$ cat src/rtl/mux_nto1_stream.sv
`default_nettype none
// ============================================================================
// Module      : mux_nto1_stream
// Description : N-input, W-bit registered stream multiplexer with valid/ready
//               handshakes on every channel and on the output. The source
//               channel is chosen either by the sel port (mode=0) or by a
//               round-robin arbiter (mode=1). The output stage is a single
//               register slice: 1-cycle latency, full throughput when the
//               consumer drains and a producer pushes in the same cycle.
// Revision    : 1.0 - initial release
// ----------------------------------------------------------------------------
// Configuration macro:
//   MUX_PARITY_EN - when defined, adds the out_parity port (even parity of
//                   out_data, registered alongside it). When undefined the
//                   port and its logic are absent.
// ----------------------------------------------------------------------------
// Parameters:
//   WIDTH      data width per channel
//   NUM_CH     number of input channels (2..16, any value, not only 2^n)
//   SEL_WIDTH  channel index width, must be >= clog2(NUM_CH)
// Ports:
//   clk        in   1              clock, rising edge
//   rst_n      in   1              asynchronous active-low reset
//   mode       in   1              0 = fixed select via sel, 1 = round-robin
//   sel        in   SEL_WIDTH      channel select (mode=0 only)
//   in_valid   in   NUM_CH         per-channel valid
//   in_ready   out  NUM_CH         per-channel ready (combinational)
//   in_data    in   NUM_CH*WIDTH   channel i at [i*WIDTH +: WIDTH]
//   out_valid  out  1              output valid (registered)
//   out_ready  in   1              consumer ready
//   out_data   out  WIDTH          output data (registered)
//   out_chan   out  SEL_WIDTH      source channel of out_data (registered)
//   out_parity out  1              even parity of out_data (MUX_PARITY_EN)
// ============================================================================
module mux_nto1_stream #(
    parameter int WIDTH     = 64,
    parameter int NUM_CH    = 4,
    parameter int SEL_WIDTH = 2
) (
    input  logic                      clk,
    input  logic                      rst_n,
    input  logic                      mode,
    input  logic [SEL_WIDTH-1:0]      sel,
    input  logic [NUM_CH-1:0]         in_valid,
    output logic [NUM_CH-1:0]         in_ready,
    input  logic [NUM_CH*WIDTH-1:0]   in_data,
    output logic                      out_valid,
    input  logic                      out_ready,
    output logic [WIDTH-1:0]          out_data,
    output logic [SEL_WIDTH-1:0]      out_chan
`ifdef MUX_PARITY_EN
    ,
    output logic                      out_parity
`endif
);

    // ------------------------------------------------------------------------
    // Registered state
    // ------------------------------------------------------------------------
    logic                  r_out_valid;
    logic [WIDTH-1:0]      r_out_data;
    logic [SEL_WIDTH-1:0]  r_out_chan;
    logic [SEL_WIDTH-1:0]  r_rr_ptr;

    // ------------------------------------------------------------------------
    // Combinational signals
    // ------------------------------------------------------------------------
    logic                  w_load;
    logic [NUM_CH-1:0]     w_grant_fix;
    logic [NUM_CH-1:0]     w_grant_rr;
    logic [NUM_CH-1:0]     w_grant;
    logic [SEL_WIDTH-1:0]  w_grant_idx;
    logic [WIDTH-1:0]      w_grant_data;
    logic                  w_xfer;
    logic [SEL_WIDTH-1:0]  w_rr_next;

    // The output slice can accept a word when it is empty or is being
    // drained by the consumer in this same cycle.
    assign w_load = ~r_out_valid | out_ready;

    // ------------------------------------------------------------------------
    // Fixed-select grant. A sel value with no matching channel (sel >= NUM_CH)
    // simply matches nothing, so no grant is produced.
    // ------------------------------------------------------------------------
    always_comb begin
        w_grant_fix = '0;
        for (int i = 0; i < NUM_CH; i++) begin
            if (sel == SEL_WIDTH'(i)) begin
                w_grant_fix[i] = in_valid[i];
            end
        end
    end

    // ------------------------------------------------------------------------
    // Round-robin grant. Search position k visits channel (rr_ptr + k) mod
    // NUM_CH. The modulo is resolved by comparing against both i and
    // i + NUM_CH, which keeps every index constant after loop unrolling and
    // works for non-power-of-two channel counts. The first valid channel
    // found in search order wins.
    // ------------------------------------------------------------------------
    always_comb begin
        logic found;
        w_grant_rr = '0;
        found      = 1'b0;
        for (int k = 0; k < NUM_CH; k++) begin
            for (int i = 0; i < NUM_CH; i++) begin
                if (!found && in_valid[i] &&
                    ((int'(r_rr_ptr) + k == i) ||
                     (int'(r_rr_ptr) + k == i + NUM_CH))) begin
                    w_grant_rr[i] = 1'b1;
                    found         = 1'b1;
                end
            end
        end
    end

    assign w_grant = mode ? w_grant_rr : w_grant_fix;

    // ------------------------------------------------------------------------
    // One-hot grant to index and data. At most one bit of w_grant is set.
    // ------------------------------------------------------------------------
    always_comb begin
        w_grant_idx  = '0;
        w_grant_data = '0;
        for (int i = 0; i < NUM_CH; i++) begin
            if (w_grant[i]) begin
                w_grant_idx  = SEL_WIDTH'(i);
                w_grant_data = in_data[i*WIDTH +: WIDTH];
            end
        end
    end

    // in_ready is forced low during reset so no producer believes a word
    // was accepted while the output stage is being cleared.
    assign in_ready = w_grant & {NUM_CH{w_load & rst_n}};
    assign w_xfer   = (|w_grant) & w_load;

    // Pointer moves to the channel after the winner, wrapping explicitly at
    // NUM_CH-1 rather than relying on the natural SEL_WIDTH overflow.
    assign w_rr_next = (w_grant_idx == SEL_WIDTH'(NUM_CH - 1)) ?
                       '0 : (w_grant_idx + 1'b1);

    // ------------------------------------------------------------------------
    // Output stage and arbitration pointer
    // ------------------------------------------------------------------------
    always_ff @(posedge clk or negedge rst_n) begin
        if (!rst_n) begin
            r_out_valid <= 1'b0;
            r_out_data  <= '0;
            r_out_chan  <= '0;
            r_rr_ptr    <= '0;
        end else begin
            // When stalled (valid & ~ready) nothing below changes.
            if (w_load) begin
                r_out_valid <= w_xfer;
            end
            if (w_xfer) begin
                r_out_data <= w_grant_data;
                r_out_chan <= w_grant_idx;
            end
            if (w_xfer && mode) begin
                r_rr_ptr <= w_rr_next;
            end
        end
    end

    assign out_valid = r_out_valid;
    assign out_data  = r_out_data;
    assign out_chan  = r_out_chan;

`ifdef MUX_PARITY_EN
    // ------------------------------------------------------------------------
    // Optional parity, captured on the same transfers as out_data so it
    // always describes the word currently presented.
    // ------------------------------------------------------------------------
    logic r_out_parity;

    always_ff @(posedge clk or negedge rst_n) begin
        if (!rst_n) begin
            r_out_parity <= 1'b0;
        end else if (w_xfer) begin
            r_out_parity <= ^w_grant_data;
        end
    end

    assign out_parity = r_out_parity;
`endif

endmodule

`default_nettype wire

$ cat config.mk
export PLATFORM = sky130hd
export DESIGN_NAME = mux_nto1_stream
export DESIGN_NICKNAME = d
export VERILOG_FILES = /design/src/rtl/mux_nto1_stream.sv
export SDC_FILE = /design/constraint.sdc
export NUM_CORES = 1
export LEC_CHECK = 0
export BUFFER_PORTS_ARGS = -buffer_cell sky130_fd_sc_hd__clkbuf_2
export CAP_MARGIN = 5
export CORE_AREA = 2 2 132 134
export DETAILED_ROUTE_END_ITERATION = 7
export DIE_AREA = 0 0 134 136
export PLACE_DENSITY = 0.57
export SYNTH_ARGS = -nofsm -noshare
export SYNTH_HDL_FRONTEND = slang
export SYNTH_SLANG_ARGS = --single-unit
export TNS_END_PERCENT = 100
$ cat constraint.sdc
create_clock -name clk -period 5.85 [get_ports clk]
set_input_delay 0.585 -clock clk [delete_from_list [all_inputs] [get_ports clk]]
set_output_delay 0.585 -clock clk [all_outputs]
set_load 0.01 [all_outputs]
# Word-level counts from Yosys, hierarchy flattened
# Cells that the tools add are included.
[word_totals]
regBits = 69
in_bits = 266
out_inout_bits = 71
word_cells = 149
[op_classes]
n_addsub = 4
eq_ne = 28
muxes = 43
n_bitwise = 5
reduce_logical = 65
[ops]
columns = ["operator", "n"]
rows = [
  ["== test 32 x 4 -> 1 bit (second input constant)", 9],
  ["two-way mux 64 bit", 4],
  ["== test 32 x 3 -> 1 bit (second input constant)", 6],
  ["zero test 32 bit", 4],
  ["== test 32 x 2 -> 1 bit (second input constant)", 3],
  ["two-way mux 1 bit", 35],
  ["logical AND 1 bit", 32],
  ["zero test 1 bit", 15],
  ["logical OR 1 bit", 12],
  ["== test 2 bit (second input constant)", 5],
  ["== test 3 bit (second input constant)", 3],
  ["adder 2 x 2 -> 3 bit (second input constant)", 2],
  ["two-way mux 2 bit", 3],
  ["bitwise AND 4 bit", 1],
  ["== test 2 x 1 -> 1 bit (second input constant)", 2],
  ["two-way mux 4 bit", 1],
  ["OR reduction 4 bit", 1],
  ["adder 2 x 1 -> 3 bit (second input constant)", 1],
  ["adder 2 x 1 -> 2 bit (second input constant)", 1],
  ["bitwise AND 1 bit", 2],
  ["zero test 2 bit", 1],
  ["inverter 1 bit", 1],
  ["bitwise OR 1 bit", 1],
]

# Depth between registers and ports, before layout
[logic_depth]
word_depth = 69
mapped_depth = 8

# Worst setup path after synthesis
# No wires, ideal clock.
[synth_timing]
kind = "input-to-output"
start = "input mode"
end = "output in_ready[3]"
t_arrival_ns = 1.637
required_ns = 5.265
path_slack_ns = 3.628
stages = 5
n_path_buf = 2
path_cell_list = "buf_2 -> and4b_1 -> a41oi_2 -> clkbuf_1 -> nor2_1"
[synth_via]
elab_chain_cells = 2
[synth_rtl]
columns = ["item", "line_no", "text"]
rows = [
  ["start, declared", "42", "input logic mode,"],
  ["two-way mux 4 bit", "117", "assign w_grant = mode ? w_grant_rr : w_grant_fix;"],
  ["bitwise AND 4 bit", "135", "assign in_ready = w_grant & {NUM_CH{w_load & rst_n}};"],
  ["end, declared", "45", "output logic [NUM_CH-1:0] in_ready,"],
]
# No other way between the ends.

# Worst setup path in the final report
# Same ends and word-level chain as after synthesis.

==> reports/results.ini <==
[sta]
skew_ns = 0.005817
clock.fmax_mhz = 292.2
final-max-slew-violation-count = 0
setup_viol = 0
worst_slew_pin_tran_ns = 1.063
finalCritPeriodShare = 0.5851
rsz0062_at_grt = false
final.min_clock_period_ns = 3.423
timing.final.hold_violations = 0
timing.setup.tns_ns = 0
relSlewSlack = 0.2893

[global_route]
grtUsageMet2 = 0.3501
grt_pass1_vias = 5165
global_route.usage.total = 0.1945
grtUsageMet3 = 0.04773
largest_net_degree_at_the_start_of_global_routing = 70
grt-ovfl-total = 0
grt_first_pass_wirelength_mm = 27.66
antenna_violations_before_repair = 0
gr-max-usage-layer = met2
gr-usage-met1 = 0.2279

[cells_and_area]
post_route_standard_cell_area_excluding_fillers_mm2 = 0.006681
area_growth_syn_to_layout_pct = 44.87
finalNetCount = 1124
antennaDiodeCount = 0
final-instance-count-excl-fill = 1086
most_frequent_cells_in_the_layout = sky130_fd_sc_hd__clkbuf_2, sky130_fd_sc_hd__nand2_1, sky130_fd_sc_hd__nor2_1, sky130_fd_sc_hd__dfrtp_1, sky130_fd_sc_hd__a31oi_1
drive_above_1_share = 0.4472
layout.cells.most_common = sky130_fd_sc_hd__clkbuf_2

[detailed_routing]
routed_via_density = 4.942
num_vias = 5367
wirelength_mm = 18.15
wl_per_cell_um = 16.71
first_iter_violations = 215
detail_route.drc_violations = 0
detail_route.first_pass.iterations = 5
remaining_antenna_violation_count = 0

[power]
intPower_w = 0.001586
power.combinational.fraction = 0.495
clkPwrFrac = 0.185
max-vdd-ir-drop_v = 0.0001416
netsw_w = 0.001113
power.sequential.fraction = 0.320
cellPowerDensity_mw_per_mm2 = 404.0
p_sw_frac = 0.4122
total_leakage_power_nw = 3.283

[logic_synthesis]
ys_ff_latch = 69
post_synth.cell_area_avg_um2 = 8.250
synth_cell_type_count = 29
syn_nets = 825
combined_area_of_all_synthesized_cells_mm2 = 0.004612
synth-warning-count = 0
synthesis.instances = 559
synth.yosys.seq_area_share = 0.3744

[cts]
post_cts_hold_buffer_count = 0
htree_num_levels = 3
clk_pin_slew_ns = 0.05
clk-insertion-delay-late_ns = 0.33
cts_repair_resize_count = 0
tritoncts_num_sinks = 69
postCtsSetupBuffers = 0
clock_tree_from_tritoncts = yes
cts_max_path_buffers = 2
cts_made_buffers = 9
ctsRootBufferMaster = sky130_fd_sc_hd__clkbuf_16

[worst_setup_path]
regToRegEndpoint = out_data[7]
critPathCapture = in_ready[3]
cpMostUsedCell = sky130_fd_sc_hd__clkbuf_2
r2r_cells = 8
cp-end-kind = output port
worst_setup_start_kind = input pin
criticalPathCategory = in2out
worst-path-buf-inv = 3
crit_path_slowest_cell = sky130_fd_sc_hd__a41oi_4
setup.worst_path.start = mode
worstReg2RegStart = r_rr_ptr[1]
timing.critical_path.slowest_cell_delay_ns = 0.84
highest_fanout_seen_on_the_critical_path = 39
worst_ep_arrival_time_ns = 2.84
timing.critical_path.max_delay_family = buffers and inverters
timing.critical_path.cells = clkbuf_2 -> and4b_1 -> a41oi_4 -> buf_4 -> nor2_1 -> clkbuf_2
setup.reg_to_reg.worst_slack_ns = 2.58
required_ns = 5.27
cp_num_cells = 6

[placement]
dp_hpwl_mm = 13.56
post_dp_cell_area_mm2 = 0.006415
placement.io_buffers = 336
placedCellCount = 1072
routabilityCongestion = 0.8084

[flow_run]
drv_cap = 0

[floorplan]
initial_utilization = 0.2733
boundaryPins = 337
die-area_mm2 = 0.01822
rows = 48
dieWidth_um = 134
die_y_um = 136
fp.coreArea_mm2 = 0.01688

[run_status]
outcome = finished, final reports clean

[hold_path]
hold_path.class = in2async

[sequential cells by signal, indices dropped and copies added (netlist names)]
| name | flops |
|---|---|
| r_rr_ptr | 2 |
| out_valid | 1 |
| out_chan | 2 |
| out_data | 64 |
[cell families (layout without fill, tap and decap cells)]
kind of cell / Yosys count / after routing / synth area share
AO/OA/AOI/OAI: 213 / 213 / 0.3779
flip-flops: 69 / 69 / 0.3744
AND/OR/NAND/NOR: 218 / 218 / 0.1858
buffers and inverters: 59 / 361 / 0.06186
[Yosys cell counts (all sizes together)]
| master | count | share of area |
|---|---|---|
| nand2 | 132 | 0.11 |
| nor2 | 73 | 0.059 |
| dfrtp | 69 | 0.37 |
| o221ai | 66 | 0.15 |
| a31oi | 65 | 0.088 |
| a21o | 64 | 0.10 |
| buf | 32 | 0.040 |
| clkbuf | 25 | 0.020 |
| o21ai | 6 | 0.0065 |
| nor2b | 5 | 0.0068 |
| a21oi | 3 | 0.0033 |
| a41oi | 3 | 0.011 |
| inv | 2 | 0.0016 |
| nand2b | 2 | 0.0027 |
| o21bai | 2 | 0.0033 |
| a41o | 1 | 0.0022 |
| and2 | 1 | 0.0014 |
| and4b | 1 | 0.0022 |
| nand3 | 1 | 0.0011 |
| nor4bb | 1 | 0.0022 |
| o221a | 1 | 0.0024 |
| o31ai | 1 | 0.0016 |
| o32ai | 1 | 0.0019 |
| or2 | 1 | 0.0014 |
| or3 | 1 | 0.0014 |
[per-stage QoR]
| stage | util | setup slack [ns] | power [W] | hold slack [ns] |
|---|---|---|---|---|
| 3_5_place_dp | 0.3801 | 2.260 | 0.002230 | 0.5406 |
| 4_1_cts | 0.3959 | 2.423 | 0.002747 | 0.2154 |
| 5_1_grt | 0.3959 | 2.221 | 0.002924 | 0.2308 |
| 6_report | 0.3959 | 2.427 | 0.002699 | 0.2045 |
| 2_1_floorplan | - | 3.628 | 0.001680 | 0.2894 |
| 3_3_place_gp | 0.3801 | 2.345 | 0.002213 | 0.5331 |
[power groups by stage]
stage	Sequential [W]	Combinational, W	Clock (W)
final	0.000865	0.00134	0.000499
after global routing	0.000897	0.00149	0.000539
after CTS	0.000868	0.00136	0.000521
after detailed placement	0.000874	0.00136	0
after global placement	0.000867	0.00135	0
after floorplan	0.000969	0.000710	0
[worst register-to-register path, delay by kind of cell (launching register included)]
kind            cells  cell delay (ns)
compound gates      4             1.31
buf+inv             2             0.98
flops               1             0.46
simple gates        2             0.37
[worst min-delay path by stage]
stage	end	slack, ns	cells after the start
final	out_data[40]	0.20	1
after global routing	out_data[40]	0.23	1
after floorplan	out_chan[0]	0.29	0
after CTS	out_data[40]	0.22	1
after global placement	out_data[8]	0.53	2
after detailed placement	out_data[36]	0.54	2
[routing by layer]
layer	share of wire	vias to the layer above
met3	0.086	19
li1	-	2663
met2	0.50	246
met5	0	-
met1	0.40	2439
met4	0.017	0
[area by class of cell]
cell class | count | area, um2
multi-input cells | 431 | 2648
fillers | 1784 | 10190
clock buffers | 12 | 256.5
clock inverters | 2 | 10.01
repair buffers | 345 | 1752
well taps | 225 | 281.5
inverters | 2 | 7.507
flip-flops and latches | 69 | 1727
Note: power is estimated with default switching activity, not from simulation.
